File: src/rtl/qracc_window_sequencer.sv
// qracc_window_sequencer: convolution-window read sequencer for the QRAcc compute phase.
// Walks output pixels of a row tile (loop order rs, fy, ox, oy) and issues activation-buffer
// and feature-loader addresses over a valid/ready handshake, with vertical zero-padding.
// Optional macro QRACC_WINSEQ_STATS_EN adds stall_cycles_o / reads_issued_o counters.
module qracc_window_sequencer #(
    parameter int unsigned ADDR_W     = 32,
    parameter int unsigned DIM_W      = 16,
    parameter int unsigned INTF_ELEMS = 16,
    parameter int unsigned FILT_W     = 4
) (
    input  logic              clk,
    input  logic              rst,
    input  logic              start_i,
    input  logic              clear_i,
    input  logic [ADDR_W-1:0] ifmap_base_i,
    input  logic [ADDR_W-1:0] map_offset_i,
    input  logic [DIM_W-1:0]  ifmap_dimx_i,
    input  logic [DIM_W-1:0]  ifmap_dimy_i,
    input  logic [DIM_W-1:0]  num_in_ch_i,
    input  logic [DIM_W-1:0]  ofmap_dimx_i,
    input  logic [DIM_W-1:0]  row_start_i,
    input  logic [DIM_W-1:0]  row_end_i,
    input  logic [FILT_W-1:0] filt_x_i,
    input  logic [FILT_W-1:0] filt_y_i,
    input  logic [3:0]        stride_x_i,
    input  logic [3:0]        stride_y_i,
    input  logic [3:0]        pad_y_i,
    output logic              rd_valid_o,
    input  logic              rd_ready_i,
    output logic [ADDR_W-1:0] rd_addr_o,
    output logic              rd_pad_o,
    output logic [ADDR_W-1:0] fl_addr_o,
    output logic              win_last_o,
    output logic              busy_o,
    output logic              done_o
`ifdef QRACC_WINSEQ_STATS_EN
    ,
    output logic [31:0]       stall_cycles_o,
    output logic [31:0]       reads_issued_o
`endif
);

    localparam int unsigned LOG2_IE = $clog2(INTF_ELEMS);
    localparam int unsigned CW      = DIM_W + FILT_W;
    localparam int unsigned SW      = DIM_W + 6;

    localparam logic [1:0] IDLE  = 2'd0;
    localparam logic [1:0] SETUP = 2'd1;
    localparam logic [1:0] RUN   = 2'd2;
    localparam logic [1:0] DONE  = 2'd3;

    logic [1:0]        state;
    logic [DIM_W-1:0]  oy_r, ox_r;
    logic [FILT_W-1:0] fy_r;
    logic [CW-1:0]     rs_r;

    logic [ADDR_W-1:0] base_r, moff_r, rowstride_r, pixstride_r, flrow_r;
    logic [DIM_W-1:0]  iydim_r, oxdim_r, row_start_r, row_end_r;
    logic [FILT_W-1:0] fydim_r;
    logic [3:0]        sy_r, pad_r;
    logic [CW-1:0]     nrs_r;

    logic [CW-1:0]     cfx, nrs_calc;
    logic              run, fire;
    logic              rs_wrap, fy_wrap, ox_wrap;
    logic [SW-1:0]     iy;
    logic              pad_raw;
    logic [ADDR_W-1:0] iy_a, ox_a, fy_a, rs_a;

    assign cfx      = CW'(num_in_ch_i) * CW'(filt_x_i);
    assign nrs_calc = ((cfx - CW'(1)) >> LOG2_IE) + CW'(1);

    assign run  = (state == RUN);
    assign fire = run && rd_ready_i;

    assign rs_wrap = (rs_r == nrs_r - CW'(1));
    assign fy_wrap = (fy_r == fydim_r - FILT_W'(1));
    assign ox_wrap = (ox_r == oxdim_r - DIM_W'(1));

    // Two's-complement input row; the sign bit marks the top padding band.
    assign iy      = SW'(oy_r) * SW'(sy_r) + SW'(fy_r) - SW'(pad_r);
    assign pad_raw = iy[SW-1] || (iy >= SW'(iydim_r));

    assign iy_a = ADDR_W'(iy);
    assign ox_a = ADDR_W'(ox_r);
    assign fy_a = ADDR_W'(fy_r);
    assign rs_a = ADDR_W'(rs_r) << LOG2_IE;

    assign rd_valid_o = run;
    assign rd_pad_o   = run && pad_raw;
    assign rd_addr_o  = (run && !pad_raw) ?
                        (base_r + rowstride_r * iy_a + pixstride_r * ox_a + rs_a) : '0;
    assign fl_addr_o  = run ? (fy_a * flrow_r + rs_a + moff_r) : '0;
    assign win_last_o = run && rs_wrap && fy_wrap;
    assign busy_o     = (state != IDLE);
    assign done_o     = (state == DONE);

    // Capture configuration and derived strides once per sequence, in SETUP.
    always_ff @(posedge clk) begin
        if (rst) begin
            base_r      <= '0;
            moff_r      <= '0;
            rowstride_r <= '0;
            pixstride_r <= '0;
            flrow_r     <= '0;
            iydim_r     <= '0;
            oxdim_r     <= '0;
            row_start_r <= '0;
            row_end_r   <= '0;
            fydim_r     <= '0;
            sy_r        <= '0;
            pad_r       <= '0;
            nrs_r       <= '0;
        end else if (state == SETUP && !clear_i) begin
            base_r      <= ifmap_base_i;
            moff_r      <= map_offset_i;
            rowstride_r <= ADDR_W'(num_in_ch_i) * ADDR_W'(ifmap_dimx_i);
            pixstride_r <= ADDR_W'(num_in_ch_i) * ADDR_W'(stride_x_i);
            flrow_r     <= ADDR_W'(cfx);
            iydim_r     <= ifmap_dimy_i;
            oxdim_r     <= ofmap_dimx_i;
            row_start_r <= row_start_i;
            row_end_r   <= row_end_i;
            fydim_r     <= filt_y_i;
            sy_r        <= stride_y_i;
            pad_r       <= pad_y_i;
            nrs_r       <= nrs_calc;
        end
    end

    // Sequence FSM and nested window counters, advanced only on an accepted read.
    always_ff @(posedge clk) begin
        if (rst || clear_i) begin
            state <= IDLE;
            oy_r  <= '0;
            ox_r  <= '0;
            fy_r  <= '0;
            rs_r  <= '0;
        end else begin
            case (state)
                IDLE: begin
                    if (start_i) state <= SETUP;
                end
                SETUP: begin
                    oy_r  <= row_start_i;
                    ox_r  <= '0;
                    fy_r  <= '0;
                    rs_r  <= '0;
                    state <= (row_end_i < row_start_i) ? DONE : RUN;
                end
                RUN: begin
                    if (fire) begin
                        if (!rs_wrap) begin
                            rs_r <= rs_r + CW'(1);
                        end else begin
                            rs_r <= '0;
                            if (!fy_wrap) begin
                                fy_r <= fy_r + FILT_W'(1);
                            end else begin
                                fy_r <= '0;
                                if (!ox_wrap) begin
                                    ox_r <= ox_r + DIM_W'(1);
                                end else begin
                                    ox_r <= '0;
                                    if (oy_r == row_end_r) begin
                                        oy_r  <= row_start_r;
                                        state <= DONE;
                                    end else begin
                                        oy_r <= oy_r + DIM_W'(1);
                                    end
                                end
                            end
                        end
                    end
                end
                default: state <= IDLE;
            endcase
        end
    end

`ifdef QRACC_WINSEQ_STATS_EN
    // Stall and accepted-read counters; cleared by an accepted start, held after done.
    always_ff @(posedge clk) begin
        if (rst || (state == IDLE && start_i && !clear_i)) begin
            stall_cycles_o <= '0;
            reads_issued_o <= '0;
        end else begin
            if (run && !rd_ready_i) stall_cycles_o <= stall_cycles_o + 32'd1;
            if (fire)               reads_issued_o <= reads_issued_o + 32'd1;
        end
    end
`endif

endmodule
File: config.mk
export PLATFORM = sky130hd
export DESIGN_NAME = qracc_window_sequencer
export DESIGN_NICKNAME = d
export VERILOG_FILES = /design/src/rtl/qracc_window_sequencer.sv
export SDC_FILE = /design/constraint.sdc
export NUM_CORES = 2
export LEC_CHECK = 0
export CAP_MARGIN = 10
export CORE_ASPECT_RATIO = 0.6
export CORE_UTILIZATION = 60
export CTS_CLUSTER_SIZE = 40
export DETAILED_ROUTE_END_ITERATION = 10
export GPL_TIMING_DRIVEN = 0
export PLACE_DENSITY = 0.81
export SYNTH_ARGS = -nofsm -noshare
export SYNTH_HDL_FRONTEND = slang
export SYNTH_SLANG_ARGS = --single-unit
File: constraint.sdc
create_clock -name clk -period 24.3 [get_ports clk]
set_clock_uncertainty 0.05 [all_clocks]
set_input_delay 2.43 -clock clk [delete_from_list [all_inputs] [get_ports clk]]
set_output_delay 2.43 -clock clk [all_outputs]
set_load 0.02 [all_outputs]
# Yosys cells after proc, flatten, opt, wreduce, memory -nomap -nowiden
# Index checks and enable logic that the tools add are counted.
[word_totals]
reg_bits = 290
input_bits = 185
output_inout_bits = 69
[classes]
magnitude_cmp = 2
multipliers = 7
muxes = 28
n_reduce_logical = 18
n_addsub = 16
eq_ne = 13
[op_table]
columns = ["op", "n"]
rows = [
  ["$mux 16", 9],
  ["$add 32x32->32", 2],
  ["$mux 32", 2],
  ["$pmux 16 s2", 2],
  ["$mul 16x4->20", 3],
  ["$mux 20", 2],
  ["$pmux 20 s2", 1],
  ["$sub 20x1->20 const B", 2],
  ["$add 16x1->16 const B", 2],
  ["$add 25x32->32", 1],
  ["$add 32x24->32", 1],
  ["$eq 16x16->1", 2],
  ["$mul 16x16->32", 1],
  ["$mul 20x16->32", 1],
  ["$mul 32x22->32", 1],
  ["$add 24x24->25", 1],
  ["$mul 4x20->24", 1],
  ["$ge 22x16->1", 1],
  ["$sub 21x4->22", 1],
  ["$add 20x4->21", 1],
  ["$add 20x1->20 const B", 1],
  ["$eq 20x20->1", 1],
  ["$add 16x1->17 const B", 1],
  ["$lt 16x16->1", 1],
  ["other kinds (23)", 43],
]

# Logic depth before layout (Yosys ltp)
[depth]
word_depth = 8
mapped_depth = 44

# Least setup slack after synthesis
# No wires, ideal clock.
[synth_timing]
kind = "reg2out"
startpoint = "register sy_r[2]"
endpoint = "output rd_addr_o[31]"
path_slack_ns = 11.193
n_path_buf = 3
required_ns = 21.820
arrival_time_ns = 10.627
path_stages_with_launch = 43
path_cell_list = "dfxtp_1 -> clkbuf_1 -> clkbuf_1 -> nand2_1 -> fa_1 -> fa_1 -> fa_1 -> inv_1 -> ha_1 -> nor2b_1 -> o31a_1 -> o2111ai_1 -> a31oi_1 -> o21a_1 -> a311o_1 -> a21oi_1 -> nor2_1 -> nor2_1 -> (+7 left out) -> fa_1 -> inv_1 -> fa_1 -> fa_1 -> fa_1 -> fa_1 -> xor2_1 -> xnor2_1 -> xnor2_1 -> xnor2_1 -> xnor2_1 -> xnor2_1 -> xnor2_1 -> xnor2_1 -> xnor3_1 -> xnor3_1 -> xnor2_1 -> nor2_1"
[synth_via]
elab_chain_len = 8
[synth_lines]
columns = ["element", "line_no", "rtl"]
rows = [
  ["start: declaration", "60", "logic [3:0] sy_r, pad_r;"],
  ["start signal: assignment", "125", "sy_r <= stride_y_i;"],
  ["$mul 16x4->20 *", "81", "assign iy = SW'(oy_r) * SW'(sy_r) + SW'(fy_r) - SW'(pad_r);"],
  ["$add 20x4->21 *", "81", ""],
  ["$sub 21x4->22 *", "81", ""],
  ["$mul 32x22->32 / $ge 22x16->1 (equally long branches)", "92, 82", ""],
  ["$add 32x32->32 / $logic_or 1x1->1 (equally long branches)", "92, 82", ""],
  ["$add 32x32->32 / $logic_not 1->1 (equally long branches)", "92, 91", ""],
  ["$add 32x24->32 / $logic_and 1x1->1 (equally long branches)", "92, 91", ""],
  ["$mux 32 *", "91", "assign rd_addr_o = (run && !pad_raw) ?"],
  ["end: declaration", "30", "output logic [ADDR_W-1:0] rd_addr_o,"],
]
# Mark *: on every way between the ends. The rest lies on a longest branch, timed or not.

# Final worst setup path
# Ends and elaborated chain as after synthesis.

==> flow_metrics.tcl <==
set metrics [dict create \
    drtIter0Drc 5745 \
    antenna_left 0 \
    clk_latency_ns 0.65 \
    ys_ff_latch 287 \
    critPathCaptureType "output port" \
    crit_fanout 10 \
    drc 0 \
    cp.required_ns 21.82 \
    vias 47800 \
    worst-r2r-setup-slack_ns 20.16 \
    core_area_um2 92300 \
    hold_path_class "flip-flop to flip-flop" \
    synth_cells 6699 \
    drive_above_1_share_pct 1.81 \
    clockBufferDepth 3 \
    powerDensity_nw_per_um2 57.1 \
    crit_family "adder cells" \
    dp_hpwl_mm 158 \
    critPathLaunchType "flip-flop" \
    cap_violations 0 \
    synth_cell_type_count 96 \
    tns_ns 0 \
    fmax_mhz 58.0 \
    stdcell_area_um2 61500 \
    cts_buffers 30 \
    ys.flop_type "dfxtp_1" \
    antenna_found_initial 6 \
    r2r_end "ox_r[11]$_SDFFE_PP0P_" \
    async_flop_share_pct 0 \
    ys_seq_area_share_pct 10.2 \
    grt_pass1_wl_mm 283 \
    period_needed_ns 17.25 \
    viasPerCell 5.79 \
    status "completed" \
    h-tree-depth 1 \
    regToRegStartpoint "nrs_r[0]$_SDFFE_PP0P_" \
    cts_setup_buffers 0 \
    holdPathEnd "base_r[21]$_SDFFE_PP0P_" \
    crit_type "flip-flop to output port" \
    relSlewSlack_pct 6.16 \
    p_leak_nw 28.9 \
    crit_arrival_ns 14.77 \
    clk_pin_slew_ns 0.07 \
    netlist_area_um2 56200 \
    tightest_slew_ns 1.40 \
    hold_depth 2 \
    fillers 7614 \
    grt_pass1_vias 47500 \
    min_period_over_period_pct 71.0 \
    drv_slew 0 \
    area_growth_pct 9.44 \
    power_frac_comb_pct 70.2 \
    cts-root-buf "clkbuf_16" \
    clock_power_share_pct 15.0 \
    pwr-share-seq_pct 14.9 \
    rsz0062_at_grt "no" \
    hold_buffers 0 \
    start_util_pct 60.9 \
    cts_resized 0 \
    path_buf_inv 5 \
    post_drt_wl_per_cell_um 22.3 \
    die_y_um 239 \
    finalSetupViolCount 0 \
    ys_warn_count 0 \
    peakVddDrop_mv 0.117 \
    synth_edf_count 0 \
    avgSynthCellArea_um2 8.40 \
    cts_tree "done" \
    place_congestion 1.04 \
    ioPinCount 254 \
    placed_cells 8190 \
    firstDrtPassIters 6 \
    dieArea_um2 95000 \
    clock-sinks 287 \
    p_int_mw 1.72 \
    instances_no_fill 8255 \
    grt_max_degree 18 \
    cpMaxStageDelayCell "xnor2_1" \
    totalWireLength_mm 184 \
    cpMostUsedCell "fa_1" \
    r2r_cells 15 \
    power_switching_mw 1.79 \
    hold_viol 0 \
    die_w_um 397 \
    track_usage_pct 39.6 \
    hp-start "base_r[21]$_SDFFE_PP0P_" \
    io_buffer_count 253 \
    nNetsFinal 8701 \
    cpPeakStageDelay_ns 1.07 \
    synth_nets 8408 \
    grt_overflow 0 \
    p_sw_share_pct 51.0 \
    fp-row-count 86 \
    placed_cell_area_um2 60400 \
]
## power by group through the flow
stage / Sequential, mW / Combinational (mW) / Clock, mW
floorplan: 0.518 / 1.66 / 0
global placement: 0.531 / 2.31 / 0
detailed placement: 0.532 / 2.37 / 0
CTS: 0.521 / 2.39 / 0.524
global route: 0.523 / 2.71 / 0.542
finish: 0.523 / 2.47 / 0.526
## cell type report
class | instances | area, um2 | share of cell area, %
Sequential cell | 287 | 5750 | 9.34
Clock buffer | 36 | 813 | 1.32
Tap cell | 1232 | 1540 | 2.50
Antenna cell | 7 | 17.5 | 0.0285
Timing Repair Buffer | 261 | 2600 | 4.22
Inverter | 1235 | 4640 | 7.53
Multi-Input combinational cell | 4826 | 44600 | 72.4
Clock inverter | 20 | 292 | 0.474
Buffer | 351 | 1340 | 2.18
## layer usage
layer / share of wire, % / wire, um / global-route usage (%)
met5: 0.077 / 142 / 0
met4: 3.5 / 6420 / 11.3
met3: 17 / 30400 / 16.5
met2: 39 / 71100 / 53.7
met1: 41 / 75900 / 57.6
## worst min-delay path, cell delays in order, from the launching register on
cell and delay (ns):
dfxtp_1 0.31, nand2_1 0.05, a21oi_1 0.05
## state kept, by name, summed over array words and instances, names as in the netlist, 17 cells and up
name	count
moff_r	32
rowstride_r	32
flrow_r	20
nrs_r	17
rs_r	20
base_r	32
pixstride_r	20
## synth_stat cells (all sizes together), types with 40 or more instances
cell type / instances / area share [%]
a211oi: 40 / 0.57
xnor2: 184 / 2.9
o21ai: 92 / 0.83
inv: 1234 / 8.2
nor3: 49 / 0.44
fa: 1087 / 39
and2: 375 / 4.2
nor2: 227 / 1.5
a21oi: 309 / 2.8
dfxtp: 287 / 10
xor2: 89 / 1.4
a21o: 48 / 0.64
ha: 437 / 9.7
nand2: 1446 / 9.7
clkbuf: 312 / 2.1
nand3: 54 / 0.48
## layout by cell type (no fill, tap or decap), types with 7 or more instances in the layout
cell type / netlist / layout
nand2_1: 1446 / 1446
inv_1: 1232 / 1232
fa_1: 1087 / 1087
ha_1: 437 / 437
and2_1: 372 / 372
clkbuf_1: 311 / 313
a21oi_1: 308 / 308
dfxtp_1: 287 / 287
clkdlybuf4s50_1: 0 / 253
nor2_1: 226 / 225
xnor2_1: 184 / 180
xor2_1: 89 / 89
o21ai_0: 87 / 87
nand3_1: 54 / 54
nor3_1: 49 / 49
a21o_1: 47 / 47
a211oi_1: 38 / 38
nand4_1: 35 / 35
nor2b_1: 33 / 33
buf_1: 31 / 31
clkbuf_16: 0 / 30
o21a_1: 29 / 29
mux2i_1: 27 / 27
and3_1: 25 / 25
o21bai_1: 22 / 22
a31oi_1: 21 / 21
nand2b_1: 20 / 20
nor4_1: 14 / 14
or3_1: 13 / 13
nand3b_1: 12 / 12
or2_2: 10 / 10
diode_2: 0 / 7
o211ai_1: 7 / 7
a211o_1: 7 / 7
buf_2: 6 / 7
buf_4: 2 / 7
nor3b_1: 7 / 7
## worst max-delay path by stage
stage / from / endpoint / slack (ns) / cells after the start
2_1_floorplan: sy_r[2]$_SDFFE_PP0P_ / rd_addr_o[31] / 11.19 / 42
3_3_place_gp: sy_r[2]$_SDFFE_PP0P_ / rd_addr_o[31] / 7.57 / 40
4_1_cts: sy_r[2]$_SDFFE_PP0P_ / rd_addr_o[31] / 7.58 / 41
6_report: sy_r[2]$_SDFFE_PP0P_ / rd_addr_o[31] / 7.05 / 41
3_5_place_dp: sy_r[2]$_SDFFE_PP0P_ / rd_addr_o[31] / 8.31 / 41
5_1_grt: sy_r[2]$_SDFFE_PP0P_ / rd_addr_o[31] / 6.79 / 42
## kinds of logic (layout without fill, tap and decap cells)
family,Yosys count,after routing,synth area share (%)
DFF,287,287,10.2
adders and majority gates,1524,1524,48.4
other,0,7,0
AOI/OAI and AO/OA,649,649,7.12
muxes,27,27,0.481
buffers and inverters,1586,1903,10.6
and+or+nand+nor,2349,2349,18.7
xor gates and xnor gates,277,277,4.41
## stage by stage
step	hold WS, ns	setup slack, ns	util [%]	power (mW)
after floorplan	0.381	11.19	-	2.17
after global placement	0.394	7.57	65.3	2.84
after detailed placement	0.398	8.31	65.4	2.90
after CTS	0.407	7.58	66.6	3.44
after global routing	0.423	6.79	66.7	3.78
final	0.405	7.05	66.7	3.52
Power figures use the tool's default switching activity.
